<file path="src/rtl/kd_tree_pkg.sv">
// Shared constants, FSM encoding and word helpers for the KD-tree internal-node
// load path.
package kd_tree_pkg;

    localparam int INTERNAL_WIDTH = 22;
    localparam int MEDIAN_WIDTH   = 11;
    localparam int DIM_WIDTH      = INTERNAL_WIDTH - MEDIAN_WIDTH;
    localparam int NUM_DIMS       = 5;
    localparam int NUM_NODES      = 127;
    localparam int NODE_CNT_WIDTH = $clog2(NUM_NODES + 1);

    typedef enum logic [1:0] {
        ST_IDLE = 2'd0,
        ST_SEND = 2'd1,
        ST_DONE = 2'd2
    } sender_state_t;

    function automatic logic [DIM_WIDTH-1:0] dim_field(input logic [INTERNAL_WIDTH-1:0] word);
        return word[INTERNAL_WIDTH-1:MEDIAN_WIDTH];
    endfunction

endpackage

</file>
<file path="src/rtl/node_word_skid.sv">
// One-entry output register toward the tree. It holds its word while the tree
// stalls and can reload in the same cycle it hands a word off.
module node_word_skid
    import kd_tree_pkg::*;
(
    input  logic                      clk,
    input  logic                      rst_n,
    input  logic                      load,
    input  logic                      flush,
    input  logic                      ready,
    input  logic [INTERNAL_WIDTH-1:0] word,
    output logic                      valid,
    output logic [INTERNAL_WIDTH-1:0] data,
    output logic                      has_room
);

    assign has_room = !valid || ready;

    always_ff @(posedge clk or negedge rst_n) begin
        if (!rst_n) begin
            valid <= 1'b0;
            data  <= '0;
        end else if (flush) begin
            valid <= 1'b0;
        end else if (load) begin
            valid <= 1'b1;
            data  <= word;
        end else if (valid && ready) begin
            valid <= 1'b0;
        end
    end

endmodule

</file>
<file path="src/rtl/internal_node_sender.sv">
// Streams NUM_NODES split words from an upstream valid/ready source into the
// register-based internal-node tree, in breadth-first order.
module internal_node_sender
    import kd_tree_pkg::*;
(
    input  logic                      clk,
    input  logic                      rst_n,
    input  logic                      start,
    input  logic                      abort,
    input  logic [INTERNAL_WIDTH-1:0] in_data,
    input  logic                      in_valid,
    output logic                      in_ready,
    input  logic                      tree_ready,
    output logic                      sender_enable,
    output logic [INTERNAL_WIDTH-1:0] sender_data,
    output logic [NODE_CNT_WIDTH-1:0] node_index,
    output logic                      busy,
    output logic                      done,
    output logic                      dim_error
);

    sender_state_t             state;
    logic [NODE_CNT_WIDTH-1:0] accepted;
    logic                      has_room;
    logic                      accept;
    logic                      transfer;
    logic                      flush;

    assign transfer = sender_enable && tree_ready;
    assign in_ready = (state == ST_SEND) && (accepted < NODE_CNT_WIDTH'(NUM_NODES)) && has_room;
    assign accept   = in_valid && in_ready;
    assign flush    = abort && (state != ST_IDLE);
    assign busy     = (state == ST_SEND);

    node_word_skid u_skid (
        .clk      (clk),
        .rst_n    (rst_n),
        .load     (accept),
        .flush    (flush),
        .ready    (tree_ready),
        .word     (in_data),
        .valid    (sender_enable),
        .data     (sender_data),
        .has_room (has_room)
    );

    // node_index and dim_error are left untouched on abort so software can read back where it stopped
    always_ff @(posedge clk or negedge rst_n) begin
        if (!rst_n) begin
            state      <= ST_IDLE;
            accepted   <= '0;
            node_index <= '0;
            done       <= 1'b0;
            dim_error  <= 1'b0;
        end else begin
            done <= 1'b0;
            case (state)
                ST_IDLE: begin
                    if (start) begin
                        state      <= ST_SEND;
                        accepted   <= '0;
                        node_index <= '0;
                        dim_error  <= 1'b0;
                    end
                end
                ST_SEND: begin
                    if (abort) begin
                        state <= ST_IDLE;
                    end else begin
                        if (accept) begin
                            accepted <= accepted + 1'b1;
                            if (dim_field(in_data) >= DIM_WIDTH'(NUM_DIMS))
                                dim_error <= 1'b1;
                        end
                        if (transfer) begin
                            node_index <= node_index + 1'b1;
                            if (node_index == NODE_CNT_WIDTH'(NUM_NODES - 1)) begin
                                state <= ST_DONE;
                                done  <= 1'b1;
                            end
                        end
                    end
                end
                ST_DONE: state <= ST_IDLE;
                default: state <= ST_IDLE;
            endcase
        end
    end

endmodule

</file>
<file path="config.mk">
export PLATFORM = sky130hd
export DESIGN_NAME = internal_node_sender
export DESIGN_NICKNAME = d
export VERILOG_FILES = /design/src/rtl/kd_tree_pkg.sv /design/src/rtl/node_word_skid.sv /design/src/rtl/internal_node_sender.sv
export SDC_FILE = /design/constraint.sdc
export NUM_CORES = 1
export LEC_CHECK = 0
export ABC_AREA = 1
export BUFFER_PORTS_ARGS = -buffer_cell sky130_fd_sc_hd__buf_2
export CAP_MARGIN = 20
export CORE_MARGIN = 4
export CORE_UTILIZATION = 44
export DETAILED_ROUTE_END_ITERATION = 16
export PLACE_DENSITY_LB_ADDON = 0.15
export REMOVE_ABC_BUFFERS = 1
export SLEW_MARGIN = 30
export SYNTH_ARGS = -nofsm -noshare
export SYNTH_HDL_FRONTEND = slang
export SYNTH_SLANG_ARGS = --single-unit
</file>
<file path="constraint.sdc">
create_clock -name clk -period 1.5 [get_ports clk]
set_input_delay 0.075 -clock clk [delete_from_list [all_inputs] [get_ports clk]]
set_output_delay 0.075 -clock clk [all_outputs]
set_load 0.1 [all_outputs]
</file>
==> results of run 1 <==
-- state kept, by name (all words and copies together) (netlist names) --
| signal | flops |
|---|---|
| accepted | 7 |
| dim_error | 1 |
| done | 1 |
| node_index | 7 |
| state | 2 |
| u_skid.data | 22 |
| u_skid.valid | 1 |
-- through the flow --
| step | hold slack, ps | setup TNS (ps) | util (%) | setup WS (ps) |
|---|---|---|---|---|
| finish | 49.00 | 0 | 66.72 | 52.44 |
| global route | 47.09 | -114.0 | 66.72 | -25.07 |
| CTS | 7.290 | -2.872 | 64.45 | -2.872 |
| detailed placement | 79.12 | -582.7 | 56.47 | -42.77 |
| global placement | 80.82 | -704.3 | 56.47 | -46.85 |
| floorplan | -220.6 | -18300 | - | -666.0 |
-- where the power goes --
part | internal, W | leakage [nW] | switching (W)
combinational | 0.000563 | 0.979 | 0.00240
sequential | 0.00137 | 0.530 | 0.000173
clock | 0.000373 | 0.0512 | 0.000400
total | 0.00231 | 1.56 | 0.00297
-- cells in the final DEF (no fill, tap or decap), types with 2 or more instances in the layout --
cell           count
dlygate4sd3_1     24
nand4_1            5
nor2_1            14
nand2_1          112
o21ai_0           10
nand2_2            4
nand3_1            8
o31ai_1            2
nand2_4            3
buf_12             3
buf_4             19
clkbuf_8           6
xor2_1             2
or2_2              2
ha_1               2
nor2_4             3
xnor2_1            3
dfrtp_1           40
nor3_1             2
inv_2              5
inv_1             11
a21oi_1            2
buf_2             59
-- kinds of logic (layout without fill, tap and decap cells) --
| family | Yosys count | count (layout) | synth area share (%) |
|---|---|---|---|
| AOI/OAI and AO/OA | 19 | 19 | 5.489 |
| xor gates and xnor gates | 5 | 5 | 2.209 |
| adders and majority gates | 3 | 3 | 1.893 |
| buffers and inverters | 21 | 130 | 5.173 |
| DFF | 41 | 41 | 51.73 |
| and+or+nand+nor | 156 | 157 | 33.50 |
-- how the worst max path moves through the flow --
stage / endpoint / slack, ps
after floorplan: dim_error / -670
after global placement: u_skid.data[13] / -50
after CTS: accepted[6] / -3
after detailed placement: u_skid.data[0] / -40
after global routing: accepted[2] / -30
final: in_ready / 50
-- metal layers --
| layer | global-route usage, % | up-vias | share of wire [%] |
|---|---|---|---|
| met2 | 31.24 | 57 | 47 |
| li1 | - | 985 | - |
| met3 | 4.139 | 9 | 7.3 |
| met4 | 6.990 | 0 | 1.7 |
| met1 | 22.94 | 881 | 44 |
| met5 | 0 | - | 0 |
-- repair_timing --
action | 4_1_cts | 5_1_grt
endpoints found under the setup margin | 21 | 22
setup buffers | 1 | 6
pin swaps | 1 | 4
hold buffers | 24 | 0
resized for setup | 1 | 18
endpoints found under the hold margin | 44 | 0
gates cloned | 0 | 1
-- critical path, stage by stage (launching register included) --
cell     delay (ps)
dfrtp_1         440
inv_2            90
nand2_4          50
nor2_4          130
nand2_1          70
inv_1           110
buf_12          180
-- area by class of cell --
cell class	count	area, um2
fillers	355	1449
inverters	16	60.06
flip-flops and latches	41	1027
repair buffers	106	749.5
clock inverters	2	13.76
multi-input cells	184	907.1
clock buffers	6	82.58
well taps	52	65.06
==> flow_summary.json, run 1 <==
{
  "status": "complete, no violations",
  "diodes": 0,
  "synth.most_common_cell": "nand2_1",
  "worstMarginPinSlew_ps": 512.5,
  "port_buffers": 61,
  "hold_path_class": "primary input to register",
  "avgRoutedWirePerCell_um": 12.32,
  "relSlewSlack_pct": 65.83,
  "dieHeight_um": 75.14,
  "final-setup-viol-count": 0,
  "whs_endpoint": "state[0]",
  "clk_latency_ps": 300,
  "vias_per_cell": 4.747,
  "ys_warn_count": 0,
  "syn2layout_area_growth_pct": 46.50,
  "yosysTopAreaCell": "dfrtp_1",
  "clock_path_buffers": 2,
  "synth-edff-count": 0,
  "num_vias": 1932,
  "startpoint": "state[1]",
  "crit_fanout": 3,
  "syn-mean-instance-area_um2": 8.094,
  "whs_path_depth": 3,
  "reg2reg_to": "accepted[1]",
  "grt_pass1_vias": 1800,
  "p_per_area_nw_per_um2": 1818,
  "drive_gt1_share_pct": 32.39,
  "finClkSkew_ps": 9.650,
  "cp-end-kind": "output pin",
  "cts.clk_slew.worst_paths_ps": 90,
  "reg2reg_depth": 8,
  "peakVddDrop_v": 0.001319,
  "critPathKind": "register to output pin",
  "synth_seq_cells": 41,
  "fin_total_pwr_w": 0.005281,
  "leakagePower_nw": 1.560,
  "min_period_ps": 1448,
  "die_x_um": 75.14,
  "core_area_um2": 4354,
  "first_pass_iters": 4,
  "floorplan.rows": 24,
  "crit_required_ps": 1420,
  "hold_violations": 0,
  "fmax_mhz": 690.8,
  "synthTopCellsByArea": "dfrtp_1 (52%), nand2_1 (22%), inv_1 (2.8%), nor2_1 (2.8%), o21ai_0 (2.8%)",
  "layout.nets": 385,
  "drt_wl_total_mm": 5.016,
  "hold_start": "start",
  "ys_seq_area_share_pct": 51.74,
  "numClockSinks": 41,
  "grtUsageTotal_pct": 18.44,
  "r2r_slack_ps": 80,
  "grt_overflow_total": 0,
  "synth_top_flop_cell": "dfrtp_1",
  "drv_slew": 0,
  "synth_area_um2": 1983,
  "ios": 62,
  "synth_common_cells": "nand2_1 (115), dfrtp_1 (41), inv_1 (15), nor2_1 (15), o21ai_0 (11)",
  "finalCritPeriodShare_pct": 96.50,
  "fin_area_um2": 2905,
  "cts_buffers": 5,
  "yosys.area.top_type_share_pct": 51.74,
  "antenna_found_initial": 0,
  "cp.arrival_ps": 1370,
  "drt_iter0_drc": 111,
  "critPathLaunchType": "register",
  "place_congestion": 0.7883,
  "synthArstFlopShare_pct": 100.0,
  "antenna_left": 0,
  "tritoncts": "done",
  "dp.cells": 367,
  "cts-root-buf": "clkbuf_8",
  "r2r-start": "state[1]",
  "start_util_pct": 45.55,
  "die-area_um2": 5645,
  "h-tree-depth": 2,
  "detailed_place_hpwl_mm": 3.359,
  "synth_cell_types": 27,
  "dpl_cell_area_um2": 2459,
  "drv_cap": 0,
  "grt_setup_unrepaired": "yes",
  "grt_first_pass_wirelength_mm": 7.921,
  "grt_start_max_net_pins": 23,
  "drc_errors": 0,
  "layout.cells.non_filler": 407,
  "synth_cells": 245
}
Power figures use the tool's default switching activity.
==> inputs of run 2 (changes only) <==
- clock period: 1.5 -> 1.85 ns (I/O delays scaled with it)
==> flow_summary.json, run 2 (same netlist as run 1, synthesis figures left out) <==
{
  "worstMarginPinSlew_ps": 502.4,
  "num_vias": 1735,
  "grt_setup_unrepaired": "no",
  "relSlewSlack_pct": 66.74,
  "finalCritPeriodShare_pct": 91.67,
  "port_buffers": 61,
  "top_regs": "u_skid.data (22), accepted (7), node_index (7)",
  "crit_fanout": 9,
  "layout.nets": 350,
  "clock_path_buffers": 2,
  "holdWs_ps": 7.943,
  "floorplan.rows": 24,
  "cts_resized": 0,
  "antenna_found_initial": 0,
  "cts-root-buf": "clkbuf_8",
  "leakagePower_nw": 1.389,
  "detailed_place_hpwl_mm": 3.159,
  "drc_errors": 0,
  "crit_required_ps": 1760,
  "numClockSinks": 41,
  "core_area_um2": 4354,
  "peakVddDrop_v": 0.0009061,
  "status": "complete, no violations",
  "first_pass_iters": 4,
  "p_per_area_nw_per_um2": 1655,
  "worst-path-buf-inv": 3,
  "place_congestion": 0.7746,
  "multiInputGateArea_um2": 854.6,
  "start_util_pct": 45.55,
  "num-fill-cells": 407,
  "crit_chain": "inv_1 > nand2_4 > nor2_4 > nand2_1 > inv_1 > buf_2",
  "min_period_ps": 1696,
  "largest_reg_flops": 22,
  "cp.arrival_ps": 1600,
  "grt_start_max_net_pins": 42,
  "crit_family": "buffers and inverters",
  "cts_buffers": 5,
  "cp-end-kind": "output pin",
  "drt_iter0_drc": 119,
  "grtUsageTotal_pct": 16.28,
  "critPathKind": "register to output pin",
  "critPathLaunchType": "register",
  "regArea_um2": 1026,
  "antenna_left": 0,
  "clk_latency_ps": 290,
  "syn2layout_area_growth_pct": 28.08,
  "place_ws_ps": 336.0,
  "finClkSkew_ps": 7.536,
  "grt_overflow_total": 0,
  "dieHeight_um": 75.14,
  "diodes": 0,
  "die-area_um2": 5645,
  "crit_slowest_cell": "buf_2",
  "fmax_mhz": 589.7,
  "hold_violations": 0,
  "die_x_um": 75.14,
  "grt_first_pass_wirelength_mm": 7.031,
  "worst_slack_ps": 154.2,
  "final-setup-viol-count": 0,
  "layout_common_cells": "nand2_1 (115), buf_2 (61), dfrtp_1 (41), inv_1 (15), nor2_1 (15)",
  "drv_slew": 0,
  "cpPeakStageDelay_ps": 420,
  "tritoncts": "done",
  "h-tree-depth": 2,
  "ios": 62,
  "drv_cap": 0,
  "avgRoutedWirePerCell_um": 11.60,
  "final_common_cell": "nand2_1",
  "vias_per_cell": 4.664,
  "hold_path_class": "primary input to register",
  "drive_gt1_share_pct": 25.94,
  "drt_wl_total_mm": 4.314,
  "grt_pass1_vias": 1570,
  "crit_path_frequent_cell": "inv_1",
  "cts.clk_slew.worst_paths_ps": 80,
  "regMostFlops": "u_skid.data"
}
## run 2: cell count changes in the layout (fill, tap and decap cells not counted), sizes merged
cell | before | now
buf | 82 | 65
dlygate4sd3 | 24 | 7
clkinv | 2 | 0
bufinv | 0 | 1
clkbuf | 6 | 7
nand2 | 119 | 118
## run 2: routing by layer
| metal | part of all wire [%] | GRT usage [%] | vias to the layer above |
|---|---|---|---|
| li1 | - | - | 915 |
| met1 | 47 | 21.74 | 768 |
| met2 | 44 | 26.21 | 46 |
| met3 | 7.7 | 4.272 | 6 |
| met4 | 1.2 | 4.660 | 0 |
| met5 | 0 | 0 | - |
## run 2: layout make-up
| type | instances | area share [%] |
|---|---|---|
| clock buffers | 7 | 3.399 |
| clock inverters | 1 | 1.182 |
| inverters | 16 | 2.365 |
| multi-input cells | 183 | 33.65 |
| flip-flops and latches | 41 | 40.39 |
| well taps | 52 | 2.562 |
| repair buffers | 72 | 16.45 |
## run 2: path summary, 6_finish.rpt
kind	from	end	slack (ps)	cells past startpoint
worst max-delay path	state[1]	in_ready	150	6
worst min-delay path	in_data[7]	u_skid.data[7]	8	3
worst max register to register	accepted[2]	u_skid.valid	350	7
worst min register to register	u_skid.data[18]	u_skid.data[18]	470	2
max in group asynchronous	rst_n	u_skid.data[11]	1350	3
min in group asynchronous	rst_n	u_skid.data[9]	300	3
## run 2: metrics by stage
step	instance area, um2	total power [W]	util [%]	setup TNS (ps)	std cells
after floorplan	1941	0.003081	-	-4457	240
after global placement	2354	0.003467	54.05	0	357
after detailed placement	2354	0.003480	54.05	0	357
after CTS	2540	0.004241	58.33	0	372
after global routing	2540	0.004412	58.33	0	372
final	2540	0.004204	58.33	0	372
## run 2: worst register-to-register path, delay by kind of cell (launching register included)
| family | cells | cell delay (ps) |
|---|---|---|
| simple gates | 5 | 560 |
| flops | 1 | 400 |
| compound gates | 1 | 130 |
| buf+inv | 1 | 300 |
## run 2: repair_timing
action	CTS	global route
endpoints found under the hold margin	47	0
hold buffers	7	0
buffers inserted	0	0
## run 2: where the power goes
group	leakage [nW]	internal, W	switching, W
registers	0.531	0.00111	0.000143
clock network	0.0585	0.000440	0.000303
logic	0.800	0.000333	0.00187
total	1.39	0.00189	0.00232
==> inputs of run 3 (changes only) <==
- GPL_ROUTABILITY_DRIVEN: default -> 0
- SLEW_MARGIN: 30 -> default
- SYNTH_HIERARCHICAL: default -> 1
==> flow_summary.json, run 3 <==
{
  "status": "complete, no violations",
  "r2r_slack_ps": 320,
  "power_frac_seq_pct": 30.3,
  "globalRouteMet3Util_pct": 4.918,
  "layout_common_cells": "nand2_1 (96), buf_2 (61), nand3_1 (44), dfrtp_1 (41), nor2_1 (19)",
  "syn2layout_area_growth_pct": 23.08,
  "critPathLaunchType": "register",
  "drive_gt1_share_pct": 28.53,
  "synthArstFlopShare_pct": 100.0,
  "utilization_pct": 57.72,
  "num-fill-cells": 419,
  "top_regs": "u_skid/data (22), accepted (7), node_index (7)",
  "numClockSinks": 41,
  "yosysTopAreaCell": "dfrtp_1",
  "grt_first_pass_wirelength_mm": 8.128,
  "final_common_cell": "nand2_1",
  "die-area_um2": 5937,
  "fin_area_um2": 2582,
  "post_cts_buffers": 0,
  "ys_warn_count": 6,
  "crit_fanout": 9,
  "synthTopCellsByArea": "dfrtp_1 (49%), nand2_1 (17%), nand3_1 (10%), nor2_1 (3.4%), inv_1 (3.2%)",
  "reg2reg_depth": 6,
  "ys_seq_area_share_pct": 48.90,
  "dpl_cell_area_um2": 2452,
  "min_period_ps": 1704,
  "clk_latency_ps": 300,
  "hold_start": "in_data[0]",
  "multiInputGateArea_um2": 933.4,
  "r2r-start": "state[0]",
  "synth_area_um2": 2098,
  "cp-end-kind": "output pin",
  "detailed_place_hpwl_mm": 3.369,
  "leakagePower_nw": 1.428,
  "intPower_w": 0.001804,
  "synth_top_flop_cell": "dfrtp_1",
  "layout.nets": 363,
  "tritoncts": "done",
  "diodes": 0,
  "worstMarginPinSlew_ps": 516.3,
  "grt_setup_unrepaired": "no",
  "drv_cap": 0,
  "drt_wl_total_mm": 4.645,
  "num_vias": 1888,
  "die_x_um": 77.06,
  "p_per_area_nw_per_um2": 1538,
  "regMostFlops": "u_skid/data",
  "relSlewSlack_pct": 65.58,
  "yosys.area.top_type_share_pct": 48.90,
  "grtUsageTotal_pct": 16.52,
  "synth_common_cells": "nand2_1 (96), nand3_1 (44), dfrtp_1 (41)",
  "holdWs_ps": 21.42,
  "antenna_found_initial": 0,
  "core_area_um2": 4474,
  "cp.arrival_ps": 1610,
  "cts_buffers": 5,
  "vias_per_cell": 4.904,
  "avgRoutedWirePerCell_um": 12.06,
  "synth_seq_cells": 41,
  "regArea_um2": 1026,
  "gr-usage-met2_pct": 27.79,
  "finClkSkew_ps": 9.307,
  "drv_slew": 0,
  "port_buffers": 61,
  "worst_slack_ps": 146.1,
  "hold_violations": 0,
  "cts.clk_slew.worst_paths_ps": 90,
  "cpPeakStageDelay_ps": 450,
  "ios": 62,
  "critPathKind": "register to output pin",
  "use_met1_pct": 21.04,
  "grt_start_max_net_pins": 42,
  "power_switching_w": 0.002169,
  "crit_required_ps": 1760,
  "antenna_left": 0,
  "synth_cells": 267,
  "finalCritPeriodShare_pct": 92.10,
  "drc_errors": 0,
  "grt.busiest_layer": "met2",
  "floorplan.rows": 24,
  "drt_iter0_drc": 90,
  "final-setup-viol-count": 0,
  "first_pass_iters": 4,
  "power.share.clock_pct": 19.3,
  "syn-mean-instance-area_um2": 7.859,
  "clock_path_buffers": 2,
  "largest_reg_flops": 22,
  "synth_cell_types": 26,
  "crit_chain": "inv_2 > nand2_2 > buf_4 > inv_1 > buf_2",
  "synth-edff-count": 0,
  "synth.most_common_cell": "nand2_1",
  "grt_pass1_vias": 1856,
  "dieHeight_um": 77.06,
  "hold_path_class": "primary input to register",
  "power_frac_comb_pct": 50.5,
  "crit_slowest_cell": "buf_2",
  "reg2reg_to": "u_skid/data[16]",
  "h-tree-depth": 2,
  "peakVddDrop_v": 0.001062,
  "fmax_mhz": 586.9,
  "cts-root-buf": "clkbuf_8",
  "start_util_pct": 46.90,
  "grt_overflow_total": 0,
  "whs_endpoint": "u_skid/data[0]",
  "place_ws_ps": 311.0,
  "switching_share_pct": 54.60,
  "whs_path_depth": 3
}
[run 3: cell count changes after synthesis, sizes merged, moves of 2 or more]
cell	delta
o31ai	-3
o21ai	-5
nand4	-2
or2	-3
nor3	-2
nor2	+5
nand3	+36
inv	+7
buf	+3
nand2	-15
nor4	+2
[run 3: kinds of logic (layout without fill, tap and decap cells)]
kind of cell / after synthesis / after routing / share of synthesized area (%)
AO/OA/AOI/OAI: 10 / 10 / 3.101
XOR/XNOR: 5 / 5 / 2.087
adder cells (fa/ha/maj): 3 / 3 / 1.789
buffers and inverters: 32 / 98 / 6.618
flip-flops: 41 / 41 / 48.90
AND/OR/NAND/NOR: 176 / 176 / 37.51
[run 3: layout make-up]
class / count / share of cell area (%)
timing repair buffer: 66 / 13.37
clock buffer: 6 / 3.198
sequential: 41 / 39.73
inverter: 24 / 3.585
multi-input combinational: 194 / 36.14
tap: 52 / 2.519
clock inverter: 2 / 1.453
[run 3: stage by stage]
step,cells,power (W),setup TNS (ps)
2_1_floorplan,259,0.002869,-4205
3_3_place_gp,376,0.003226,0
3_5_place_dp,376,0.003236,0
4_1_cts,385,0.004007,0
5_1_grt,385,0.004151,0
6_report,385,0.003972,0
[run 3: worst max path at each step]
stage	startpoint	slack, ps	cells past startpoint	end
4_1_cts	state[1]	130	5	busy
3_5_place_dp	state[0]	310	6	u_skid/data[16]
6_report	state[1]	150	5	busy
5_1_grt	state[1]	40	5	busy
2_1_floorplan	u_skid/valid	-180	8	u_skid/data[0]
3_3_place_gp	state[1]	350	8	u_skid/data[7]
[run 3: metal layers]
metal  part of all wire (%)  wire (um)  vias up
met1                     47       2200      858
met4                   0.71         33        0
met2                     45       2107       52
li1                       -          -      972
met3                    6.5        304        6
met5                      0          0        -
[run 3: power groups by stage]
stage	Combinational (W)	Sequential, W	Clock (W)
finish	0.00201	0.00120	0.000765
global route	0.00210	0.00123	0.000821
CTS	0.00202	0.00120	0.000782
detailed placement	0.00202	0.00121	0
global placement	0.00200	0.00122	0
floorplan	0.000371	0.00250	0
[run 3: critical path: cells and delay by family, from the launching register on]
family / cells / cell delay (ps)
AND/OR/NAND/NOR: 1 / 80
buffers and inverters: 4 / 830
flip-flops: 1 / 410
[run 3: what timing repair did]
action,4_1_cts,5_1_grt
hold endpoints to repair,41,0
resized for setup,0,0
hold buffers,1,0
